==> src/rtl/fc_pkg.sv <==
// Shared constants, types and sequencer states for the fc2 bias sequencer.
package fc_pkg;

  localparam int FC2_NUM_NEURONS = 16;
  localparam int FC_ACC_W        = 32;
  localparam int FC_BIAS_W       = 32;

  typedef logic signed [FC_ACC_W-1:0] fc_acc_t;

  typedef enum logic [1:0] {
    IDLE,
    STREAM,
    DRAIN
  } fc_seq_state_e;

endpackage

==> src/rtl/fc_sat_add.sv <==
// Combinational signed accumulator + bias add, clamped to the output range.
// Optional macro FC_BIAS_RELU_EN: zero out negative results after saturation.
module fc_sat_add #(
  parameter int ACC_W  = 32,
  parameter int BIAS_W = 32,
  parameter int OUT_W  = 32
) (
  input  logic signed [ACC_W-1:0]  acc,
  input  logic signed [BIAS_W-1:0] bias,
  output logic signed [OUT_W-1:0]  sum
);

  // One guard bit is enough: overflow shows up as disagreement of the top two bits.
  function automatic logic signed [OUT_W-1:0] sat_add(input logic signed [ACC_W-1:0]  a,
                                                     input logic signed [BIAS_W-1:0] b);
    logic signed [ACC_W:0] s;
    s = (ACC_W+1)'(a) + (ACC_W+1)'(b);
    if (s[ACC_W] != s[ACC_W-1])
      sat_add = s[ACC_W] ? {1'b1, {(OUT_W-1){1'b0}}} : {1'b0, {(OUT_W-1){1'b1}}};
    else
      sat_add = s[OUT_W-1:0];
  endfunction

  function automatic logic signed [OUT_W-1:0] relu(input logic signed [OUT_W-1:0] x);
`ifdef FC_BIAS_RELU_EN
    relu = x[OUT_W-1] ? '0 : x;
`else
    relu = x;
`endif
  endfunction

  always_comb begin
    sum = relu(sat_add(acc, bias));
  end

endmodule

==> src/rtl/fc_bias_sequencer.sv <==
// Adds per-neuron fc2 biases to an accumulator vector and streams one neuron per beat.
// Optional macro FC_BIAS_RELU_EN (in fc_sat_add) clamps negative results to zero.
module fc_bias_sequencer
  import fc_pkg::*;
#(
  parameter int NUM_NEURONS = FC2_NUM_NEURONS,
  parameter int ACC_W       = FC_ACC_W,
  parameter int BIAS_W      = FC_BIAS_W,
  parameter int OUT_W       = FC_ACC_W
) (
  input  logic                            clk,
  input  logic                            rst,
  input  logic [NUM_NEURONS*BIAS_W-1:0]   bias_data,
  input  logic                            in_valid,
  output logic                            in_ready,
  input  logic [NUM_NEURONS*ACC_W-1:0]    in_acc,
  output logic                            out_valid,
  input  logic                            out_ready,
  output logic signed [OUT_W-1:0]         out_data,
  output logic [$clog2(NUM_NEURONS)-1:0]  out_idx,
  output logic                            out_last,
  output logic                            busy
);

  localparam int IDX_W = $clog2(NUM_NEURONS);
  localparam logic [IDX_W-1:0] LAST_IDX = IDX_W'(NUM_NEURONS - 1);

  fc_seq_state_e                  state;
  logic [NUM_NEURONS*ACC_W-1:0]   acc_p0;
  logic [NUM_NEURONS*ACC_W-1:0]   src_acc;
  logic [IDX_W-1:0]               ld_idx;
  logic signed [ACC_W-1:0]        ld_acc;
  logic signed [BIAS_W-1:0]       ld_bias;
  logic signed [OUT_W-1:0]        ld_sum;
  logic                           accept;
  logic                           advance;

  assign in_ready = (state == IDLE) && !rst;
  assign accept   = in_valid && in_ready;
  assign advance  = out_valid && out_ready;

  // Beat 0 is built straight from the incoming vector so it can appear one cycle after accept.
  always_comb begin
    ld_idx  = (state == IDLE) ? '0 : out_idx + 1'b1;
    src_acc = (state == IDLE) ? in_acc : acc_p0;
    ld_acc  = src_acc[ld_idx*ACC_W +: ACC_W];
    ld_bias = bias_data[ld_idx*BIAS_W +: BIAS_W];
  end

  fc_sat_add #(
    .ACC_W  (ACC_W),
    .BIAS_W (BIAS_W),
    .OUT_W  (OUT_W)
  ) u_sat_add (
    .acc  (ld_acc),
    .bias (ld_bias),
    .sum  (ld_sum)
  );

  // Stage p0: captured accumulator vector, held for the whole stream
  always_ff @(posedge clk) begin
    if (accept) acc_p0 <= in_acc;
  end

  // Stage p1: sequencer state and the registered output beat
  always_ff @(posedge clk) begin
    if (rst) begin
      state     <= IDLE;
      out_valid <= 1'b0;
      out_data  <= '0;
      out_idx   <= '0;
      out_last  <= 1'b0;
      busy      <= 1'b0;
    end else begin
      unique case (state)
        IDLE: begin
          if (accept) begin
            out_valid <= 1'b1;
            out_data  <= ld_sum;
            out_idx   <= '0;
            out_last  <= (NUM_NEURONS == 1);
            busy      <= 1'b1;
            state     <= STREAM;
          end
        end
        STREAM: begin
          if (advance) begin
            if (out_last) begin
              out_valid <= 1'b0;
              out_last  <= 1'b0;
              state     <= DRAIN;
            end else begin
              out_data  <= ld_sum;
              out_idx   <= ld_idx;
              out_last  <= (ld_idx == LAST_IDX);
            end
          end
        end
        DRAIN: begin
          busy  <= 1'b0;
          state <= IDLE;
        end
        default: begin
          out_valid <= 1'b0;
          busy      <= 1'b0;
          state     <= IDLE;
        end
      endcase
    end
  end

endmodule
==> config.mk <==
export PLATFORM = sky130hd
export DESIGN_NAME = fc_bias_sequencer
export DESIGN_NICKNAME = d
export VERILOG_FILES = /design/src/rtl/fc_pkg.sv /design/src/rtl/fc_sat_add.sv /design/src/rtl/fc_bias_sequencer.sv
export SDC_FILE = /design/constraint.sdc
export NUM_CORES = 1
export LEC_CHECK = 0
export CORE_AREA = 2 2 412 414
export CTS_BUF_LIST = sky130_fd_sc_hd__clkbuf_16
export DETAILED_ROUTE_END_ITERATION = 10
export DIE_AREA = 0 0 414 416
export PLACE_DENSITY = 0.4
export SYNTH_ARGS = -nofsm -noshare
export SYNTH_HDL_FRONTEND = slang
export SYNTH_SLANG_ARGS = --single-unit
==> constraint.sdc <==
create_clock -name clk -period 34.7 [get_ports clk]
set_clock_uncertainty 0.15 [all_clocks]
set_input_delay 6.94 -clock clk [delete_from_list [all_inputs] [get_ports clk]]
set_output_delay 6.94 -clock clk [all_outputs]
set_load 0.05 [all_outputs]
==> impl_metrics.toml, run 1 <==
[status]
run_status = "finished clean"

[timing]
max_slew_headroom_pct = 21.1
worstMarginPinSlew_ns = 1.18
setup_viol = 0
post-route-worst-setup-slack_ns = 18.89
maxClockFrequency_mhz = 63.2
setup_total_negative_slack_ns = 0
period_share_pct = 45.6
report.final.hold_viol_count = 0
period_minus_slack_ns = 15.81
rsz0062_at_grt = "false"
final_slew_violations = 0

[synth]
synth_warn = 0
async_flop_share_pct = 0
synth_nets = 3343
ys_seq_elements = 553
post_synth_instance_area_um2 = 28300
ys_seq_area_share_pct = 57.3
ys_types = 69
synth-edff-count = 512
synthesis.area_per_instance_um2 = 12.4
postSynthCellCount = 2281
postSynth.topFlopCell = "sky130_fd_sc_hd__edfxtp_1"

[floorplan]
dieHeight_um = 416
pin_count = 1068
number_of_placement_rows = 151
core_area_um2 = 168000
die_w_um = 414
starting_density_of_the_core_pct = 16.8
dieArea_um2 = 172000

[layout]
drive_above_1_share_pct = 8.92
layout.cells.most_common = "sky130_fd_sc_hd__clkdlybuf4s50_1"
most-common-layout-cells = "1067 x sky130_fd_sc_hd__clkdlybuf4s50_1, 512 x sky130_fd_sc_hd__edfxtp_1, 209 x sky130_fd_sc_hd__nand2_1"
final.fill_count = 17800
layout.nets = 4352
syn_to_final_growth_pct = 55.1

[place]
dp_slack_ns = 18.86
buffer_ports.inserted = 1067
post-dp-hpwl_um = 136000
gp_congestion = 0.905

[setup_path]
worst_path_most_repeated_cell = "sky130_fd_sc_hd__clkdlybuf4s50_1"
critical_path_depth = 4
count_of_buffering_cells_on_the_critical_path_with_inverters_included = 3
timing.critical_path.to_type = "primary output"
worst_setup_path_endpoint = "in_ready"
critical_path.top_delay_family = "buffers and inverters"
critPathArrivalTime_ns = 8.72
critPathLaunch = "rst"
crit_type = "input pin to primary output"
cp_startpoint_kind = "input pin"
worst_r2r_endpoint = "out_data[12]"
worst-r2r-cell-count = 19
worstPathCellList = "clkdlybuf4s50_1 > buf_4 > nor2_1 > clkdlybuf4s50_1"
worst-path-max-fanout = 42
cp.required_ns = 27.61
register_to_register_setup_slack_ns = 27.05
slowest_stage = "sky130_fd_sc_hd__clkdlybuf4s50_1"
worstReg2RegStart = "out_idx[0]"
worst_path_largest_cell_delay_ns = 0.73

[drt]
finalWirelength_um = 170000
routed_wire_length_per_instance_um = 30.5
drt-initial-drc-count = 1612
post-route-drc-count = 0
detail_route.first_pass.iterations = 6
vias = 23800
detail_route.vias_per_cell = 4.26
route.antenna.remaining_nets = 0

[grt]
grt_use_total_pct = 19.2
globalRouteOverflowTotal = 0
globalRoute.busiestLayer = "met2"
grt_start_max_net_pins = 151
grt.met3_usage_pct = 4.64
grt_pass1_wl_um = 224000
use_met2_pct = 35.0
grt_antenna_before_repair = 73
first_global_vias = 24700
grtUsageMet1_pct = 21.8

[clock_network]
cts_made_buffers = 67
cts_hold_buf = 0
clock-root-buffer = "sky130_fd_sc_hd__clkbuf_16"
cts.reportedPaths.clkPinSlew_ns = 0.06
clk_latency_ns = 0.66
cts_buffer_depth = 3
cts-htree-levels = 3
cts_setup_buffers = 0
cts_sinks = 553
cts_tree = "done"
ctsResizeCount = 0

[power]
pwr_density_cell_nw_per_um2 = 42.5
leakagePower_uw = 0.0143
ir_drop_uv = 31.5
power.total_uw = 1860

[run]
maxCapViolCount = 0

[worst_hold_path]
min_from = "busy"
worstHoldPathType = "flip-flop to flip-flop"
==> area by class of cell <==
cell class | instances | area, um^2 | share of cell area [%]
Sequential cell | 553 | 16200 | 36.9
Multi-Input combinational cell | 1528 | 11400 | 26.0
Timing Repair Buffer | 1128 | 11200 | 25.6
Tap cell | 2218 | 2780 | 6.33
Clock buffer | 67 | 1680 | 3.82
Clock inverter | 51 | 459 | 1.05
Antenna cell | 32 | 80.1 | 0.183
Inverter | 12 | 60.1 | 0.137
==> through the flow <==
| stage | hold WS (ns) | util [%] | area [um^2] | instances |
|---|---|---|---|---|
| 2_1_floorplan | 0.485 | - | 28300 | 2281 |
| 4_1_cts | 0.293 | 26.0 | 43800 | 5557 |
| 5_1_grt | 0.307 | 26.1 | 43800 | 5576 |
| 6_report | 0.291 | 26.1 | 43900 | 5589 |
| 3_3_place_gp | 0.290 | 24.8 | 41600 | 5439 |
| 3_5_place_dp | 0.286 | 24.8 | 41600 | 5439 |
==> cell usage after synthesis (all sizes together), types with 2 or more instances <==
cell type	count	area, um^2
a2111oi	5	43.8
a211oi	136	1040
a21boi	2	15.0
a21o	21	158
a21oi	163	816
a222oi	2	20.0
a22oi	3	22.5
a311oi	35	307
a31oi	47	294
a41oi	2	17.5
and2	68	425
and3	3	18.8
and4b	2	20.0
buf	51	248
clkbuf	137	514
dfxtp	41	821
edfxtp	512	15400
ha	33	413
inv	11	41.3
maj3	6	67.6
mux2	29	327
mux2i	190	1900
mux4	79	1780
nand2	212	796
nand2b	5	31.3
nand3	12	60.1
nand4	5	31.3
nand4b	2	23.8
nor2	153	574
nor2b	4	25.0
nor3	43	225
nor4	2	12.5
o2111a	2	22.5
o2111ai	30	263
o211ai	17	128
o21a	8	60.1
o21ai	94	474
o21bai	3	22.5
o22ai	34	213
o311ai	4	35.0
o31ai	2	15.0
or2	4	25.0
or3	22	138
xnor2	20	183
xor2	11	96.3
==> state kept, by name (all words and copies together) (netlist names) <==
signal     count
out_data      32
state          2
out_valid      1
out_idx        4
out_last       1
busy           1
acc_p0       512
==> worst reg2reg max path, cell delays in order, from the launching register on <==
cell                       delay [ns]
sky130_fd_sc_hd__dfxtp_4         0.44
sky130_fd_sc_hd__ha_1            0.67
sky130_fd_sc_hd__nand2_4         0.49
sky130_fd_sc_hd__buf_12          0.41
sky130_fd_sc_hd__buf_4           0.50
sky130_fd_sc_hd__a211oi_1        1.00
sky130_fd_sc_hd__a311oi_1        0.16
sky130_fd_sc_hd__a211oi_1        0.33
sky130_fd_sc_hd__a31oi_1         0.13
sky130_fd_sc_hd__buf_4           0.23
sky130_fd_sc_hd__ha_1            0.31
sky130_fd_sc_hd__a211o_1         0.33
sky130_fd_sc_hd__a211oi_2        0.30
sky130_fd_sc_hd__o32ai_1         0.16
sky130_fd_sc_hd__o2111a_1        0.34
sky130_fd_sc_hd__o21ai_2         0.17
sky130_fd_sc_hd__and4b_1         0.85
sky130_fd_sc_hd__maj3_2          0.35
sky130_fd_sc_hd__nor2_1          0.04
sky130_fd_sc_hd__nor3_1          0.19
==> where the power goes <==
part / internal, uW / leakage (uW) / total, uW / switching [uW]
clock: 393 / 0.00108 / 694 / 301
sequential: 761 / 0.00508 / 770 / 9.33
combinational: 191 / 0.00815 / 398 / 207
total: 1350 / 0.0143 / 1860 / 517
==> logic make-up after synthesis <==
group	share of synthesized area, %
buffers and inverters	2.85
AO/OA/AOI/OAI	14.4
adder cells (fa/ha/maj)	1.77
XOR/XNOR	0.987
multiplexers	14.2
flip-flops	57.3
AND/OR/NAND/NOR	8.54
==> metal layers <==
metal  share of wire (%)  routed length [um]
met5                0.25                 433
met1                  39               66100
met4                 2.7                4540
met3                 6.0               10300
met2                  52               88900
==> worst min path at each step <==
| stage | to | cells after the start |
|---|---|---|
| floorplan | state[0] | 2 |
| global placement | busy | 2 |
| detailed placement | busy | 2 |
| CTS | busy | 2 |
| global route | busy | 2 |
| finish | busy | 2 |
(Power assumes the default switching activity.)
==> run 2: changes to the inputs <==
--- a/config.mk
+++ b/config.mk
@@ -5,11 +5,11 @@
 export SDC_FILE = /design/constraint.sdc
 export NUM_CORES = 1
 export LEC_CHECK = 0
-export CORE_AREA = 2 2 412 414
+export CORE_AREA = 2 2 418 420
 export CTS_BUF_LIST = sky130_fd_sc_hd__clkbuf_16
 export DETAILED_ROUTE_END_ITERATION = 10
-export DIE_AREA = 0 0 414 416
-export PLACE_DENSITY = 0.4
+export DIE_AREA = 0 0 420 422
+export PLACE_DENSITY = 0.39
 export SYNTH_ARGS = -nofsm -noshare
 export SYNTH_HDL_FRONTEND = slang
 export SYNTH_SLANG_ARGS = --single-unit
==> constraint.sdc (replaced) <==
create_clock -name clk -period 15.1 [get_ports clk]
set_clock_uncertainty 0.15 [all_clocks]
set_input_delay 3.02 -clock clk [delete_from_list [all_inputs] [get_ports clk]]
set_output_delay 3.02 -clock clk [all_outputs]
set_load 0.05 [all_outputs]
==> impl_metrics.toml, run 2 (synthesized netlist as in run 1, its figures left out) <==
[floorplan]
core_area_um2 = 173000
number_of_placement_rows = 153
dieHeight_um = 422
die_w_um = 420
pin_count = 1068
dieArea_um2 = 177000
starting_density_of_the_core_pct = 16.4

[grt]
grt_start_max_net_pins = 129
grt_pass1_wl_um = 225000
first_global_vias = 24400
grt_antenna_before_repair = 80
grt_use_total_pct = 18.9
globalRouteOverflowTotal = 0

[setup_path]
critPathArrivalTime_ns = 4.80
timing.critical_path.to_type = "primary output"
worst-path-max-fanout = 42
crit_type = "input pin to primary output"
cp_startpoint_kind = "input pin"
cp.required_ns = 11.93

[timing]
report.final.hold_viol_count = 0
max_slew_headroom_pct = 19.9
period_share_pct = 52.8
hold_slack_ns = 0.294
setup_total_negative_slack_ns = 0
period_minus_slack_ns = 7.97
final_slew_violations = 0
worstMarginPinSlew_ns = 1.19
rsz0062_at_grt = "false"
maxClockFrequency_mhz = 126
setup_viol = 0

[layout]
most-common-layout-cells = "1067 x sky130_fd_sc_hd__clkdlybuf4s50_1, 512 x sky130_fd_sc_hd__edfxtp_1, 208 x sky130_fd_sc_hd__nand2_1"
layout.cells.most_common = "sky130_fd_sc_hd__clkdlybuf4s50_1"
reg_top3 = "acc_p0: 512 flops, out_data: 32 flops, out_idx: 4 flops"
layout.nets = 4341
max_flop_register = "acc_p0"
post-route-util_pct = 25.3
drive_above_1_share_pct = 8.75
largest_reg_flops = 512
syn_to_final_growth_pct = 55.0

[power]
leakagePower_uw = 0.0142
combinationalPowerShare_pct = 21.4
internal_power_uw = 3080
share_seq_of_total_power_pct = 41.6
ir_drop_uv = 77.3
netSwitchingFraction_pct = 27.8
net-switching-power_uw = 1190
clkPwrFrac_pct = 37.1
pwr_density_cell_nw_per_um2 = 97.4

[clock_network]
cts_tree = "done"
ctsResizeCount = 0
clk_latency_ns = 0.67
cts.reportedPaths.clkPinSlew_ns = 0.06
cts_made_buffers = 66
cts_buffer_depth = 3
clock-root-buffer = "sky130_fd_sc_hd__clkbuf_16"
cts_setup_buffers = 0
cts_sinks = 553
cts-htree-levels = 3
cts_hold_buf = 0

[drt]
vias = 24000
routed_wire_length_per_instance_um = 30.6
detail_route.first_pass.iterations = 5
drt-initial-drc-count = 1752
post-route-drc-count = 0
detail_route.vias_per_cell = 4.23
finalWirelength_um = 174000
route.antenna.remaining_nets = 0

[run]
maxCapViolCount = 0

[place]
gp_congestion = 0.893
buffer_ports.inserted = 1067
post-dp-hpwl_um = 139000

[status]
run_status = "finished clean"

[worst_hold_path]
worstHoldPathType = "flip-flop to flip-flop"
[run 2: cell types whose count changed in the layout (fill, tap and decap cells not counted), sizes merged]
cell,previous run,this run
buf,61,51
clkinv,29,25
clkinvlp,2,1
diode,32,28
inv,27,28
[run 2: worst max-delay path, cell delays in order]
cell and delay [ns]:
sky130_fd_sc_hd__clkdlybuf4s50_1 0.46, sky130_fd_sc_hd__buf_4 0.43, sky130_fd_sc_hd__nor2_1 0.13, sky130_fd_sc_hd__clkdlybuf4s50_1 0.75
[run 2: path summary, 6_finish.rpt]
check              from      endpoint  slack, ns  cells after the start
max                 rst      in_ready       7.13                      4
min                busy          busy       0.29                      2
max reg2reg  out_idx[0]  out_data[12]       7.25                     19
min reg2reg        busy          busy       0.29                      2
[run 2: area by class of cell]
| type | count | area [um^2] |
|---|---|---|
| inverters | 12 | 60.1 |
| repair buffers | 1118 | 11100 |
| flip-flops and latches | 553 | 16200 |
| multi-input cells | 1528 | 11400 |
| fillers | 18300 | 129000 |
| clock inverters | 47 | 389 |
| clock buffers | 67 | 1680 |
| diodes | 28 | 70.1 |
| well taps | 2325 | 2910 |
[run 2: routing by layer]
layer	share of wire [%]	vias up	GRT usage (%)
li1	-	11000	-
met1	38	12000	21.4
met2	54	888	35.8
met3	5.4	190	3.53
met4	2.2	34	5.08
met5	0.12	-	0
[run 2: power by group through the flow]
stage | combinational [uW] | clock, uW | sequential (uW)
after floorplan | 373 | 0 | 1860
after global placement | 933 | 0 | 1810
after detailed placement | 929 | 0 | 1810
after CTS | 934 | 1630 | 1780
after global routing | 978 | 1680 | 1780
final | 912 | 1580 | 1770
[run 2: stage by stage]
stage               cells  power, uW  cell area, um^2  worst slack (ns)
CTS                  5650       4340            43700              7.03
floorplan            2281       2230            28300             0.107
detailed placement   5536       2740            41700              6.78
global route         5668       4440            43800              6.66
global placement     5536       2740            41700              6.65
finish               5678       4270            43800              7.13
